`src/rtl/uart_tx_engine.sv`:
```
// UART transmit engine: drains the TX FIFO one byte per frame and shifts it out
// as 1 start bit, 8 data bits LSB first, an optional parity bit and 1 stop bit.
module uart_tx_engine #(
  parameter int CLKS_PER_BIT = 434,
  parameter int PARITY_EN    = 0,
  parameter int PARITY_ODD   = 0
) (
  input  logic       clk,
  input  logic       rst,
  input  logic       en,
  input  logic [7:0] fifo_data,
  input  logic       fifo_empty,
  output logic       fifo_rd,
  output logic       tx,
  output logic       busy,
  output logic       rddone,
  output logic [2:0] bit_index
);

  localparam int CW = (CLKS_PER_BIT > 1) ? $clog2(CLKS_PER_BIT) : 1;
  localparam logic [CW-1:0] CNT_LAST = CW'(CLKS_PER_BIT - 1);

  localparam logic [2:0] S_IDLE   = 3'd0;
  localparam logic [2:0] S_START  = 3'd1;
  localparam logic [2:0] S_DATA   = 3'd2;
  localparam logic [2:0] S_PARITY = 3'd3;
  localparam logic [2:0] S_STOP   = 3'd4;

  logic [2:0]    state;
  logic [CW-1:0] cnt;
  logic [7:0]    shreg;
  logic          par_bit;
  logic          last_cnt;
  logic          load;

  assign last_cnt = (cnt == CNT_LAST);

  // A new byte is taken either from idle or straight out of the last stop
  // cycle, which is what makes back-to-back frames gapless.
  assign load    = en & ~fifo_empty & ~rst &
                   ((state == S_IDLE) | ((state == S_STOP) & last_cnt));
  assign fifo_rd = load;
  assign busy    = (state != S_IDLE);

  always_ff @(posedge clk) begin
    if (rst) begin
      state     <= S_IDLE;
      cnt       <= '0;
      bit_index <= '0;
      tx        <= 1'b1;
      rddone    <= 1'b0;
    end else begin
      rddone <= 1'b0;
      if (state != S_IDLE) begin
        cnt <= last_cnt ? '0 : cnt + CW'(1);
      end
      if (load) begin
        shreg   <= fifo_data;
        par_bit <= (^fifo_data) ^ (PARITY_ODD != 0);
        state   <= S_START;
        cnt     <= '0;
        tx      <= 1'b0;
      end else if (last_cnt) begin
        case (state)
          S_START: begin
            state     <= S_DATA;
            bit_index <= '0;
            tx        <= shreg[0];
          end
          S_DATA: begin
            shreg <= {1'b0, shreg[7:1]};
            if (bit_index == 3'd7) begin
              bit_index <= '0;
              if (PARITY_EN != 0) begin
                state <= S_PARITY;
                tx    <= par_bit;
              end else begin
                state <= S_STOP;
                tx    <= 1'b1;
              end
            end else begin
              bit_index <= bit_index + 3'd1;
              tx        <= shreg[1];
            end
          end
          S_PARITY: begin
            state <= S_STOP;
            tx    <= 1'b1;
          end
          // Stop bit ended with nothing to load: report a drained FIFO.
          S_STOP: begin
            state  <= S_IDLE;
            tx     <= 1'b1;
            rddone <= fifo_empty;
          end
          default: begin
            state <= S_IDLE;
            tx    <= 1'b1;
          end
        endcase
      end
    end
  end

endmodule
```
`config.mk`:
```
export PLATFORM = sky130hd
export DESIGN_NAME = uart_tx_engine
export DESIGN_NICKNAME = d
export VERILOG_FILES = /design/src/rtl/uart_tx_engine.sv
export SDC_FILE = /design/constraint.sdc
export NUM_CORES = 1
export LEC_CHECK = 0
export BUFFER_PORTS_ARGS = -buffer_cell sky130_fd_sc_hd__buf_2
export CORE_UTILIZATION = 50
export DETAILED_ROUTE_END_ITERATION = 8
export HOLD_SLACK_MARGIN = 0.1
export PLACE_DENSITY = 0.74
export SYNTH_ARGS = -nofsm -noshare
export SYNTH_HDL_FRONTEND = slang
export SYNTH_SLANG_ARGS = --single-unit
```
`constraint.sdc`:
```
create_clock -name clk -period 2.5 [get_ports clk]
set_clock_uncertainty 0.15 [all_clocks]
set_input_delay 0.75 -clock clk [delete_from_list [all_inputs] [get_ports clk]]
set_output_delay 0.75 -clock clk [all_outputs]
set_load 0.02 [all_outputs]
```
# == After elaboration in Yosys (flattened, before gate mapping) ==
# Cells that the tools add are included.
# op_classes
addsub,2
multipliers,0
n_div,0
order_cmp,0
eq_ne,8
shifts,0
muxes,14
n_bitwise,10
n_reduce_logical,11
# ops
operator,count
$mux 8,3
$add 9x1->9 const B,1
$eq 9x9->1 const B,1
$mux 9,1
$pmux 3 s3,1
$eq 3x2->1 const B,2
$eq 3x3->1 const B,2
$mux 3,2
$pmux 3 s2,1
$reduce_and 3->1,2
$reduce_bool 2->1,3
$mux 1,5
$not 1->1,5
$and 1x1->1,4
$reduce_and 2->1,2
$reduce_or 4->1,1
$add 3x1->3 const B,1
$eq 3x1->1 const B,1
$logic_not 3->1,1
$ne 3x3->1 const B,1
$reduce_bool 3->1,1
$ne 2x2->1 const B,1
$pmux 1 s2,1
$reduce_or 2->1,1
$or 1x1->1,1
# totals
ff_bits,25
latch_bits,0
ramBits,0
mem_bits_ro,0
in_bits,12
out_inout_bits,7
wordCells,52
memories,0

# == Depth between registers and ports, before layout ==
# depth
ltp_word,6
mapped_depth,9
ltp_nobuf,7

# == Least setup slack after synthesis ==
# OpenSTA, ideal clock, no wires.
# synth_timing
path_type,register to output
startpoint,register cnt[3]
endpoint,output port fifo_rd
arrival_ns,1.898
required_ns,1.600
slack_ns,-0.298
stages_incl_launch_ff,7
path_buffers,2
cell_sequence,dfxtp_1 or4b_4 or2_1 buf_6 a2111o_1 buf_6 inv_2
# synth_between
elab_chain_cells,4
# synth_rtl
element,line_no,rtl
from (decl),30,logic [CW-1:0] cnt;
from (signal assigned),55,cnt <= last_cnt ? '0 : cnt + CW'(1);
$eq 9x9->1,36,assign last_cnt = (cnt == CNT_LAST);
$and 1x1->1,41,((state == S_IDLE) | ((state == S_STOP) & last_cnt));
$or 1x1->1,41,
$and 1x1->1,40,assign load = en & ~fifo_empty & ~rst &
to (decl),13,"output logic fifo_rd,"
# No other way between the ends.

# == Worst setup path after layout ==
# Same ends and word-level chain as after synthesis.

==> metrics.log <==
[metrics] status: complete, but fails checks
[metrics] failing checks: negative setup slack
[metrics] cell taking the most area after synthesis: dfxtp_1
[metrics] list of most frequent post-synthesis cells: dfxtp_1 (17), nor2_1 (17), nand2_1 (9), edfxtp_1 (8), nor3_1 (8)
[metrics] fraction of final layout cells with drive strength greater than 1: 36.5%
[metrics] total congestion overflow: 0
[metrics] ratio of routed vias to standard cells: 5.51
[metrics] path type of the worst setup path: reg -> out
[metrics] largest stage delay on the critical path: 0.53 ns
[metrics] maximum number of pins on one net before global-route repair: 15
[metrics] critical path startpoint: cnt[3]
[metrics] category of the worst setup path capture point: output port
[metrics] number of antenna violations at the first check in global routing: 0
[metrics] Hold Violations, Final: 0
[metrics] unrepaired setup endpoints after global routing: yes
[metrics] actual transition at the worst max-transition pin: 0.670 ns
[metrics] First DRT Iteration DRCs: 10
[metrics] Buf+Inv Stages, Crit Path: 2
[metrics] core region area: 2300 sq um
[metrics] quantity of I/O buffers inserted on ports: 18
[metrics] total number of cells along the worst setup path: 5
[metrics] Final setup viols: 11
[metrics] area delta synth->final: 22.7%
[metrics] critical path endpoint: fifo_rd
[metrics] via count of the first global-routing pass: 1003
[metrics] critical path fanouts, max: 2
[metrics] post-synthesis average cell area: 10.2 sq um
[metrics] number of enable-type register cells in the synthesized netlist: 8
[metrics] total met3 wirelength after detailed routing: 81 microns
[metrics] number of remaining DRC errors: 0
[metrics] Yosys warnings: 0
[metrics] average wire length per cell after detail routing: 13.6 microns
[metrics] clock latency at the later pin of the worst-skew pair: 0.31 ns
[metrics] die span in x: 52.4 microns
[metrics] Slew Limit Headroom: 54.9%
[metrics] first-pass GRT wire length: 4280 microns
[metrics] gp weighted congestion: 0.775
[metrics] cells traversed along the worst timing path: or4b_4, or2_4, a2111o_1, inv_8, buf_6
[metrics] power per standard cell area: 450 nW/um^2
[metrics] router iterations before antenna repair: 4
[metrics] post-layout total power: 701 uW
[metrics] register-to-register path setup slack: -0.05 ns
[metrics] max-cap viol count: 0
[metrics] most used flip-flop cell after synthesis: dfxtp_1
[metrics] final hold slack: 0.400 ns
[metrics] data required time of the worst path: 1.60 ns
[metrics] Post-DP HPWL: 1980 microns
[metrics] highest metal used: met4
[metrics] number of vias in the routed layout: 1030
[metrics] area share of the leading cell type in the synthesized netlist: 26.8%
[metrics] overall routing resource usage: 21.5%
[metrics] Min-Delay Path Class: reg -> reg
[metrics] Sinks on Clock Net: 25
[metrics] highest attainable clock frequency: 0.335 GHz
[metrics] met2 wire length: 1290 microns
[metrics] starting density of the core: 55.2%
[metrics] Reg2Reg Launch Point: cnt[3]
[metrics] dominant delay contributor by cell family on the critical path: simple AND/OR/NAND/NOR gates
[metrics] final critical-path required period: 2.98 ns
[metrics] number of cell rows: 17
[metrics] hold buffer count at cts: 0
[metrics] count of antenna diodes in the layout: 0
[metrics] M1 wire length: 1130 microns
[metrics] Finished Cell Area: 1560 sq um
[metrics] depth of the most critical reg-to-reg path: 6
[metrics] final net count: 176
[metrics] number of clock buffers inserted by TritonCTS: 3
[metrics] Post-DP Area: 1510 sq um
[metrics] clock-pin transition on the worst setup and hold timing paths: 0.14 ns
[metrics] period utilization: 119%
[metrics] TritonCTS clock tree: yes
[metrics] Die Span Y: 52.4 microns
[metrics] number of H-tree branching levels: 1
[metrics] die area: 2740 sq um
[metrics] sort of element at the start of the critical path: register
[metrics] cell count after synthesis: 124
[metrics] min setup slack post-route: -0.484 ns
[metrics] number of top-level design ports: 19
[metrics] number of antenna-violating nets in the routed design: 0
[metrics] Crit Reg-Reg Endpoint: shreg[3]
[metrics] async set-reset flop share out of synthesis: 0%
[metrics] top post-synthesis cells by area: dfxtp_1 (27%), edfxtp_1 (19%), mux2_4 (8.3%), nor2_1 (5.0%), xnor2_1 (4.8%)
[metrics] synthesized area: 1270 sq um
[metrics] register bit total from synthesis: 25
[metrics] max-slew violations: 0
[metrics] cell at the root of the clock tree: clkbuf_4
[metrics] Slowest cell on crit path: or4b_4
[metrics] Longest Clk Path Bufs: 2
[metrics] VDD IR max: 0.000378 V
[metrics] total wire length after detailed routing: 2540 microns
[metrics] Data arrival, critical path: 2.08 ns
[metrics] static power due to leakage: 0.651 nW
[metrics] sequential cell area fraction in the yosys report: 45.8%
[metrics] number of distinct library cell variants in the gate-level netlist after synthesis: 35
[metrics] Net Count, Synth: 140
sequential cells by signal, summed over array words and instances, names as in the netlist:
signal     flops
shreg          8
tx             1
cnt            9
bit_index      3
state          3
rddone         1
routing by layer:
layer,global-route usage (%),vias to the layer above
met4,10.1,0
met2,36.7,27
li1,-,513
met1,26.4,484
met5,0,-
met3,2.90,6
cell type report:
type / count / area, sq um
inverter: 5 / 26.3
sequential: 25 / 582
fill: 199 / 741
clock buffer: 3 / 22.5
timing repair buffer: 39 / 258
tap: 28 / 35.0
clock inverter: 1 / 5.00
multi-input combinational: 86 / 628
layout by cell type (no fill, tap or decap), types with 2 or more instances in the layout:
cell	count
mux2_4	7
nand4_1	3
a2111oi_0	2
nor3_1	8
buf_2	17
nand2b_1	2
or3_1	2
dfxtp_1	16
clkbuf_4	3
nor2_1	17
ha_1	4
edfxtp_1	8
buf_6	2
buf_4	20
a41o_1	2
nand2_1	9
a211oi_1	3
or2_2	2
inv_1	4
xnor2_1	7
what timing repair did:
| action | 4_1_cts | 5_1_grt |
|---|---|---|
| gates resized for setup | 3 | 2 |
| setup endpoints to repair | 16 | 17 |
| pin swaps | 1 | 0 |
| cloned | 0 | 0 |
| setup buffers | 1 | 0 |
metrics by stage:
| stage | setup slack, ns | std cells | utilization [%] | TNS (ns) |
|---|---|---|---|---|
| floorplan | -0.205 | 124 | - | -0.557 |
| global placement | -0.211 | 183 | 65.8 | -0.857 |
| detailed placement | -0.230 | 183 | 65.8 | -1.34 |
| CTS | -0.501 | 187 | 67.4 | -0.959 |
| global route | -0.545 | 187 | 67.8 | -1.83 |
| finish | -0.484 | 187 | 67.8 | -0.864 |
power breakdown:
group / switching (mW) / internal (mW) / total (mW)
Combinational: 0.0430 / 0.0429 / 0.0859
Sequential: 0.00595 / 0.428 / 0.434
Clock: 0.121 / 0.0599 / 0.181
Total: 0.170 / 0.530 / 0.701
cell families (layout without fill, tap and decap cells):
family                     Yosys count  count (layout)  synth area share, %
DFF                                 25              25                 45.8
xor gates and xnor gates             8               8                 5.52
buffers and inverters               13              48                 5.62
and+or+nand+nor                     51              51                 20.3
muxes                                8               8                 9.07
AOI/OAI and AO/OA                   15              15                 9.76
adders and majority gates            4               4                 3.94
worst reg2reg max path: stages (launching register included):
cell      delay [ns]
dfxtp_2         0.34
or4b_4          0.53
or2_4           0.24
a2111o_1        0.46
buf_4           0.24
a21oi_2         0.16
buf_6           0.15
how the worst min path moves through the flow:
stage | end | start | cells after the start
after floorplan | cnt[8] | cnt[8] | 2
after global placement | cnt[8] | cnt[8] | 2
after detailed placement | cnt[8] | cnt[8] | 2
after CTS | cnt[8] | cnt[8] | 2
after global routing | bit_index[0] | bit_index[0] | 2
final | bit_index[0] | bit_index[0] | 2
Note: power is estimated with default switching activity, not from simulation.
